--- config.mk ---
export PLATFORM = sky130hd
export DESIGN_NAME = bnn_popcount_binarizer_flat
export DESIGN_NICKNAME = d
export VERILOG_FILES = /design/src/rtl/bnn_popcount_binarizer_if.sv /design/src/rtl/bnn_popcount_binarizer.sv /design/src/flat_wrapper.sv
export SDC_FILE = /design/constraint.sdc
export NUM_CORES = 1
export LEC_CHECK = 0
export BUFFER_PORTS_ARGS = -buffer_cell sky130_fd_sc_hd__clkbuf_2
export CAP_MARGIN = 20
export CORE_MARGIN = 10
export CORE_UTILIZATION = 60
export DETAILED_ROUTE_END_ITERATION = 8
export GPL_TIMING_DRIVEN = 0
export PLACE_DENSITY = 0.92
export SYNTH_ARGS = -nofsm -noshare
export SYNTH_HDL_FRONTEND = slang
export SYNTH_SLANG_ARGS = --single-unit
--- constraint.sdc ---
create_clock -name iCLK -period 16.15 [get_ports iCLK]
set_input_delay 1.615 -clock iCLK [delete_from_list [all_inputs] [get_ports iCLK]]
set_output_delay 1.615 -clock iCLK [all_outputs]
set_load 0.02 [all_outputs]
--- src/rtl/bnn_popcount_binarizer_if.sv ---
// Popcount-stream interface between the XNOR/popcount stage and the binarizer,
// carrying the packed activation words back out. Valid is iEN; there is no ready.
interface bnn_popcount_binarizer_if #(
  parameter int WL = 112,
  parameter int CW = 11,
  parameter int AW = 14
);
  logic          iCLR;
  logic          iEN;
  logic [CW-1:0] idata;
  logic [AW-1:0] iTHRESH;
  logic          iLAST;
  logic [WL-1:0] odata;
  logic          oEN;
  logic [7:0]    oWCNT;

  modport master (
    output iCLR, iEN, idata, iTHRESH, iLAST,
    input  odata, oEN, oWCNT
  );

  modport slave (
    input  iCLR, iEN, idata, iTHRESH, iLAST,
    output odata, oEN, oWCNT
  );
endinterface

--- src/rtl/bnn_popcount_binarizer.sv ---
// Sums NSEG popcount beats per neuron, thresholds the sum to one sign bit and
// packs the bits LSB-first into WL-bit activation words (flushed early on iLAST).
module bnn_popcount_binarizer #(
  parameter int WL   = 112,
  parameter int CW   = 11,
  parameter int NSEG = 4,
  parameter int AW   = 14
) (
  input logic                   iCLK,
  input logic                   iRST,
  bnn_popcount_binarizer_if.slave pif
);
  localparam int SEGW = (NSEG > 1) ? $clog2(NSEG) : 1;
  localparam int BPW  = (WL > 1) ? $clog2(WL) : 1;
  localparam logic [SEGW-1:0] SEG_LAST = SEGW'(NSEG - 1);
  localparam logic [BPW-1:0]  BP_LAST  = BPW'(WL - 1);
  localparam logic [SEGW-1:0] SEG_ONE  = SEGW'(1);
  localparam logic [BPW-1:0]  BP_ONE   = BPW'(1);

  logic [SEGW-1:0] seg;
  logic [AW-1:0]   acc;
  logic [BPW-1:0]  bp;
  logic [WL-1:0]   sw;

  logic [AW-1:0]   sum;
  logic            final_beat;
  logic            neuron_bit;
  logic [WL-1:0]   word_next;
  logic            emit;

  // sw only ever holds bits below bp, so OR-ing the new bit in leaves the
  // bits above bp at zero without an explicit mask.
  always_comb begin
    sum        = acc + AW'(pif.idata);
    final_beat = (seg == SEG_LAST);
    neuron_bit = (sum >= pif.iTHRESH);
    word_next  = sw | (WL'(neuron_bit) << bp);
    emit       = final_beat && ((bp == BP_LAST) || pif.iLAST);
  end

  always_ff @(posedge iCLK or posedge iRST) begin
    if (iRST) begin
      seg       <= '0;
      acc       <= '0;
      bp        <= '0;
      sw        <= '0;
      pif.odata <= '0;
      pif.oEN   <= 1'b0;
      pif.oWCNT <= '0;
    end else if (pif.iCLR) begin
      // odata deliberately keeps the last emitted word
      seg       <= '0;
      acc       <= '0;
      bp        <= '0;
      sw        <= '0;
      pif.oEN   <= 1'b0;
      pif.oWCNT <= '0;
    end else begin
      pif.oEN <= 1'b0;
      if (pif.iEN) begin
        if (!final_beat) begin
          acc <= sum;
          seg <= seg + SEG_ONE;
        end else begin
          acc <= '0;
          seg <= '0;
          if (emit) begin
            pif.odata <= word_next;
            pif.oEN   <= 1'b1;
            pif.oWCNT <= pif.oWCNT + 8'd1;
            sw        <= '0;
            bp        <= '0;
          end else begin
            sw <= word_next;
            bp <= bp + BP_ONE;
          end
        end
      end
    end
  end
endmodule

--- src/flat_wrapper.sv ---
// flat-port wrapper written by rule: the top's interface ports become plain ports
module bnn_popcount_binarizer_flat 
#(
  parameter int WL   = 112,
  parameter int CW   = 11,
  parameter int NSEG = 4,
  parameter int AW   = 14
)
  (iCLK, iRST, pif_iCLR, pif_iEN, pif_idata, pif_iTHRESH, pif_iLAST, pif_odata, pif_oEN, pif_oWCNT);
  bnn_popcount_binarizer_if #(.WL(WL), .CW(CW), .AW(AW)) pif_i ();
  input logic iCLK;
  input logic iRST;
  input wire logic [$bits(pif_i.iCLR)-1:0] pif_iCLR;
  input wire logic [$bits(pif_i.iEN)-1:0] pif_iEN;
  input wire logic [$bits(pif_i.idata)-1:0] pif_idata;
  input wire logic [$bits(pif_i.iTHRESH)-1:0] pif_iTHRESH;
  input wire logic [$bits(pif_i.iLAST)-1:0] pif_iLAST;
  output wire logic [$bits(pif_i.odata)-1:0] pif_odata;
  output wire logic [$bits(pif_i.oEN)-1:0] pif_oEN;
  output wire logic [$bits(pif_i.oWCNT)-1:0] pif_oWCNT;
  assign pif_i.iCLR = pif_iCLR;
  assign pif_i.iEN = pif_iEN;
  assign pif_i.idata = pif_idata;
  assign pif_i.iTHRESH = pif_iTHRESH;
  assign pif_i.iLAST = pif_iLAST;
  assign pif_odata = pif_i.odata;
  assign pif_oEN = pif_i.oEN;
  assign pif_oWCNT = pif_i.oWCNT;
  bnn_popcount_binarizer #(.WL(WL), .CW(CW), .NSEG(NSEG), .AW(AW)) u_core (.iCLK(iCLK), .iRST(iRST), .pif(pif_i));
endmodule
==> impl_metrics.yaml, run 1 <==
worst_setup_path:
  reg2reg_depth: 18
  worstPathRequired_ns: 16.51
  crit_arrival_ns: 5.99
  cp-start-kind: "input pin"
  critPathKind: "input pin to flip-flop"
  worstPathMaxFanout: 10
  cp-end-kind: "flip-flop"
sta:
  hold_viol: 0
  layout_setup_ws_ns: 10.53
  worst_pin_slew_ns: 0.829
  fin_crit_sh_pct: 34.8
  whs_ns: 0.494
  slew_violations: 0
  max_freq_mhz: 178
  skew_ns: 0.0212
  period_needed_ns: 5.62
  relSlewSlack_pct: 44.7
  setup_tns_ns: 0
  setup_viol: 0
  rsz0062_at_grt: "false"
logic_synthesis:
  synthFlopType: "dfrtp_1"
  synth_cell_types: 57
  synth_area_leaders: "dfrtp_1 56%, mux2i_1 10%, a22o_1 8.2%"
  synth_async_sr_flop_share_pct: 100
  yosysMostFrequentCell: "dfrtp_1"
  synth_edf_count: 0
  synth_top_area_cell: "dfrtp_1"
  synth_top_area_share_pct: 55.9
  yosysSeqAreaShare_pct: 55.9
  synth_seq_cells: 256
  synth_commonest_cells: "256 x dfrtp_1, 115 x mux2i_1, 107 x a22o_1"
  syn_area_per_cell_um2: 11.8
  synth_area_um2: 11500
  ys_warn_count: 0
  syn_inst: 971
  syn-num-nets: 1030
route:
  dr.pass1.iters: 7
  drt_iter0_drc: 856
  drtAntennaViolNets: 0
  wl_um: 31900
  wl_per_cell_um: 22.8
  vias_per_cell: 6.33
  drc: 0
  dr_total_vias: 8873
cts:
  cts-htree-levels: 1
  cts_sinks: 256
  clkLatencyLatePin_ns: 0.54
  path_clk_slew_ns: 0.07
  root_buffer: "clkbuf_16"
  cts_made_buffers: 25
  clockBufferDepth: 3
  holdBufCountCts: 0
  ctsResizeCount: 0
  postCtsSetupRepairBufs: 0
  cts_tree: "built"
final_layout:
  fill_cells: 1207
  multi_input_area_um2: 4540
  layout-drive-gt1-share_pct: 21.7
  final_cells: 1401
  area_growth_pct: 17.2
  utilization_pct: 71.6
  final_nets: 1208
  antenna_cells: 0
  seq_area_um2: 6410
floorplan:
  start_util_pct: 61.1
  core_area_um2: 18800
  rows: 50
  die_w_um: 158
  dieHeight_um: 158
  num_io_pins: 151
  die_area_um2: 25000
min_path:
  min_path_type: "flip-flop to flip-flop"
  hold_depth: 2
global_routing:
  grt_max_degree: 95
  antenna_found_initial: 0
  groute.usage.overall_pct: 25.5
  grt_pass1_vias: 9027
  grt_pass1_wl_um: 50300
  grt-ovfl-total: 0
outcome:
  run_status: "completed"
pwr:
  p_leak_nw: 6.34
  ir_drop_v: 0.0000863
  pwr_density_cell_nw_per_um2: 102
placement:
  gp_congestion: 0.937
  place_ws_ns: 10.13
  place_inst: 1356
  hpwl_um: 21500
  port_buffers: 149
flow_run:
  maxCapViolCount: 0
==> power breakdown <==
| group | switching, mW | internal [mW] |
|---|---|---|
| Combinational | 0.0717 | 0.0382 |
| Clock | 0.255 | 0.362 |
| Sequential | 0.00273 | 0.645 |
==> area by class of cell <==
cell class,count,area share [%]
clock inverters,12,1.17
multi-input cells,621,33.8
plain buffers,72,3.25
flip-flops and latches,256,47.7
well taps,234,2.18
clock buffers,33,5.32
inverters,22,0.670
repair buffers,151,5.96
==> final timing paths <==
kind                               startpoint  slack, ns              endpoint
worst max-delay path             pif_idata[0]      10.53  u_core.pif.odata[98]
worst min-delay path            u_core.acc[0]       0.49         u_core.acc[0]
worst max register to register  u_core.acc[0]      11.33  u_core.pif.odata[98]
worst min register to register  u_core.acc[0]       0.49         u_core.acc[0]
max in group asynchronous                iRST      14.12  u_core.pif.odata[50]
min in group asynchronous                iRST       1.16  u_core.pif.odata[96]
==> flip-flops by register name (all words and copies together) (netlist names) <==
signal	flops
u_core.sw	112
u_core.pif.oEN	1
u_core.acc	14
u_core.pif.oWCNT	8
u_core.pif.odata	112
u_core.bp	7
u_core.seg	2
==> logic make-up after synthesis <==
kind of cell / share of synthesized area (%)
AOI/OAI and AO/OA: 17.3
buffers and inverters: 4.53
muxes: 10.0
adders and majority gates: 3.23
xor gates and xnor gates: 1.37
and+or+nand+nor: 7.72
DFF: 55.9
==> worst max-delay path: stages <==
cell      delay [ns]
clkbuf_2        0.09
ha_1            0.20
inv_1           0.07
fa_1            0.22
nor2b_1         0.09
o31a_1          0.27
o31ai_2         0.33
a211oi_1        0.15
or3_1           0.34
and2_1          0.20
ha_1            0.18
a21o_1          0.17
a21o_1          0.16
a221oi_1        0.30
o21ai_1         0.16
buf_2           0.21
nand3b_1        0.26
clkbuf_1        0.66
o21ai_0         0.31
==> layout by cell type (no fill, tap or decap), types with 6 or more instances in the layout <==
cell	count
buf_6	13
a22o_1	107
buf_2	8
nor2b_1	10
clkbuf_2	157
xnor2_1	9
inv_1	21
o21ai_0	89
clkbuf_8	6
nor2_1	58
dfrtp_1	256
nand4_1	7
nor3_1	10
clkbuf_16	25
ha_1	28
a31oi_1	14
mux2i_1	115
buf_4	13
nor3_2	7
nand2_1	31
nand3_1	11
xor2_1	9
a21oi_1	12
clkbuf_1	29
o21ai_1	37
nand2b_1	8
==> per-stage QoR <==
| stage | power (mW) | instance area, µm² |
|---|---|---|
| finish | 1.37 | 13400 |
| global route | 1.42 | 13400 |
| CTS | 1.38 | 13400 |
| detailed placement | 0.768 | 12600 |
| global placement | 0.762 | 12500 |
| floorplan | 0.737 | 11500 |
==> layer usage <==
metal  routed length (µm)  vias up  global-route usage, %
met1                12800     4409                   33.3
met3                 2790       99                   5.05
met2                15000      471                   41.1
li1                     -     3894                      -
met5                    0        -                      0
met4                 1310        0                   10.2
(Power assumes the default switching activity.)
==> run 2, diff against run 1 <==
- CORE_UTILIZATION: 60 -> 52
- PLACE_DENSITY: 0.92 -> 0.86
- clock period: 16.15 -> 4.7 ns (I/O delays scaled with it)
==> impl_metrics.yaml, run 2 (same netlist as run 1, synthesis figures left out) <==
outcome:
  run_status: "completed"
global_routing:
  grt_max_degree: 45
  grt_pass1_wl_um: 50700
  grt-ovfl-total: 0
  groute.usage.overall_pct: 21.9
  grt_pass1_vias: 9184
  antenna_found_initial: 0
floorplan:
  rows: 54
  start_util_pct: 52.7
  dieHeight_um: 169
  die_w_um: 169
  die_area_um2: 28400
  num_io_pins: 151
  core_area_um2: 21800
worst_setup_path:
  timing.rr.start: "u_core.acc[0]"
  reg2reg_slack_ns: 0.33
  worstPathMaxFanout: 10
  r2r_end: "u_core.pif.odata[88]"
  worstPathRequired_ns: 5.10
  critPathKind: "flip-flop to flip-flop"
  reg2reg_depth: 19
  crit_path_top_delay_cell: "clkbuf_2"
  cp-start-kind: "flip-flop"
  worstPathCellList: "ha_1 > inv_1 > fa_1 > nor2b_1 > o31a_1 > o31ai_4 > a211oi_1 > or3_1 > and2_1 > ha_1 > a21o_1 > a21o_1 > a221oi_1 > o21ai_1 > buf_2 > buf_6 > nand2_1 > clkbuf_2 > o21ai_0"
  crit_arrival_ns: 4.76
  cpPeakStageDelay_ns: 0.40
  cp-end-kind: "flip-flop"
sta:
  setup_tns_ns: 0
  period_needed_ns: 4.37
  max_freq_mhz: 229
  worst_pin_slew_ns: 0.849
  setup_viol: 0
  rsz0062_at_grt: "false"
  skew_ns: 0.0261
  relSlewSlack_pct: 43.0
  slew_violations: 0
  fin_crit_sh_pct: 92.9
  hold_viol: 0
final_layout:
  area_growth_pct: 19.0
  utilization_pct: 62.8
  final_cell_mix: "256 x dfrtp_1, 156 x clkbuf_2, 115 x mux2i_1, 107 x a22o_1, 89 x o21ai_0"
  reg.largest.list: "u_core.pif.odata x112, u_core.sw x112, u_core.acc x14"
  antenna_cells: 0
  mostFrequentLayoutCell: "dfrtp_1"
  final_nets: 1217
  layout-drive-gt1-share_pct: 22.4
  fill_cells: 1648
flow_run:
  maxCapViolCount: 0
route:
  wl_um: 31800
  dr_total_vias: 8714
  drc: 0
  wl_per_cell_um: 21.8
  drt_iter0_drc: 885
  drtAntennaViolNets: 0
  vias_per_cell: 5.98
  dr.pass1.iters: 5
placement:
  gp_congestion: 0.899
  port_buffers: 149
  hpwl_um: 22400
min_path:
  min_from: "pif_iEN"
  hold_depth: 3
  holdPathEnd: "u_core.seg[1]"
  min_path_type: "input pin to flip-flop"
pwr:
  pwr_density_cell_nw_per_um2: 348
  p_total_mw: 4.76
  ir_drop_v: 0.000233
  p_leak_nw: 6.41
cts:
  cts-htree-levels: 1
  cts_made_buffers: 27
  clockBufferDepth: 3
  root_buffer: "clkbuf_16"
  cts_sinks: 256
  path_clk_slew_ns: 0.06
  clkLatencyLatePin_ns: 0.55
  cts_tree: "built"
run 2: cell count changes in the layout (fill, tap and decap cells not counted), sizes merged:
cell,delta
clkbuf,+2
clkinv,-1
buf,+10
bufinv,-2
dlygate4sd3,+1
run 2: final cells by class:
class                           instances  area, µm²  share of cell area [%]
Buffer                                 72        452                    3.31
Clock buffer                           39        801                    5.86
Clock inverter                          9       97.6                   0.715
Inverter                               22       86.3                   0.632
Multi-Input combinational cell        621       4560                    33.4
Sequential cell                       256       6410                    46.9
Tap cell                              280        350                    2.57
Timing Repair Buffer                  158        903                    6.62
run 2: layer usage:
metal	vias to the layer above	track usage [%]	wire, µm
met4	0	8.36	988
met3	80	5.28	2740
li1	3924	-	-
met5	-	0	0
met1	4342	27.9	12800
met2	368	35.6	15200
run 2: how the worst max path moves through the flow:
stage                   from              endpoint  slack [ns]  depth (start not counted)
2_1_floorplan           iRST         u_core.acc[0]        0.86                          1
3_3_place_gp            iRST  u_core.pif.odata[28]       -0.50                          2
3_5_place_dp    pif_idata[0]  u_core.pif.odata[92]       -0.25                         19
4_1_cts        u_core.acc[0]  u_core.pif.odata[91]        0.16                         19
5_1_grt        u_core.acc[0]  u_core.pif.odata[96]       0.006                         19
6_report       u_core.acc[0]  u_core.pif.odata[88]        0.33                         19
run 2: power breakdown:
part,switching [mW],internal (mW)
Combinational,0.253,0.140
Clock,0.894,1.24
Sequential,0.00893,2.22
Total,1.16,3.60
run 2: timing repair:
action	in CTS	in global routing
resized for setup	2	15
hold buffers	1	0
endpoints found under the hold margin	23	0
buffers inserted	0	1
setup endpoints to repair	7	58
run 2: critical path: cells and delay by family, from the launching register on:
kind / cells / cell delay (ns)
adders and majority gates: 3 / 0.60
and+or+nand+nor: 4 / 0.83
DFF: 1 / 0.38
buffers and inverters: 4 / 0.84
AOI/OAI and AO/OA: 8 / 1.58
run 2: stage by stage:
stage / std cells / worst slack, ns / cell area, µm² / hold slack (ns)
detailed placement: 1407 / -0.250 / 12700 / 0.487
global route: 1457 / 0.00622 / 13700 / 0.325
floorplan: 971 / 0.858 / 11500 / 0.454
finish: 1457 / 0.334 / 13700 / 0.281
global placement: 1400 / -0.497 / 12600 / 0.470
CTS: 1456 / 0.159 / 13600 / 0.269
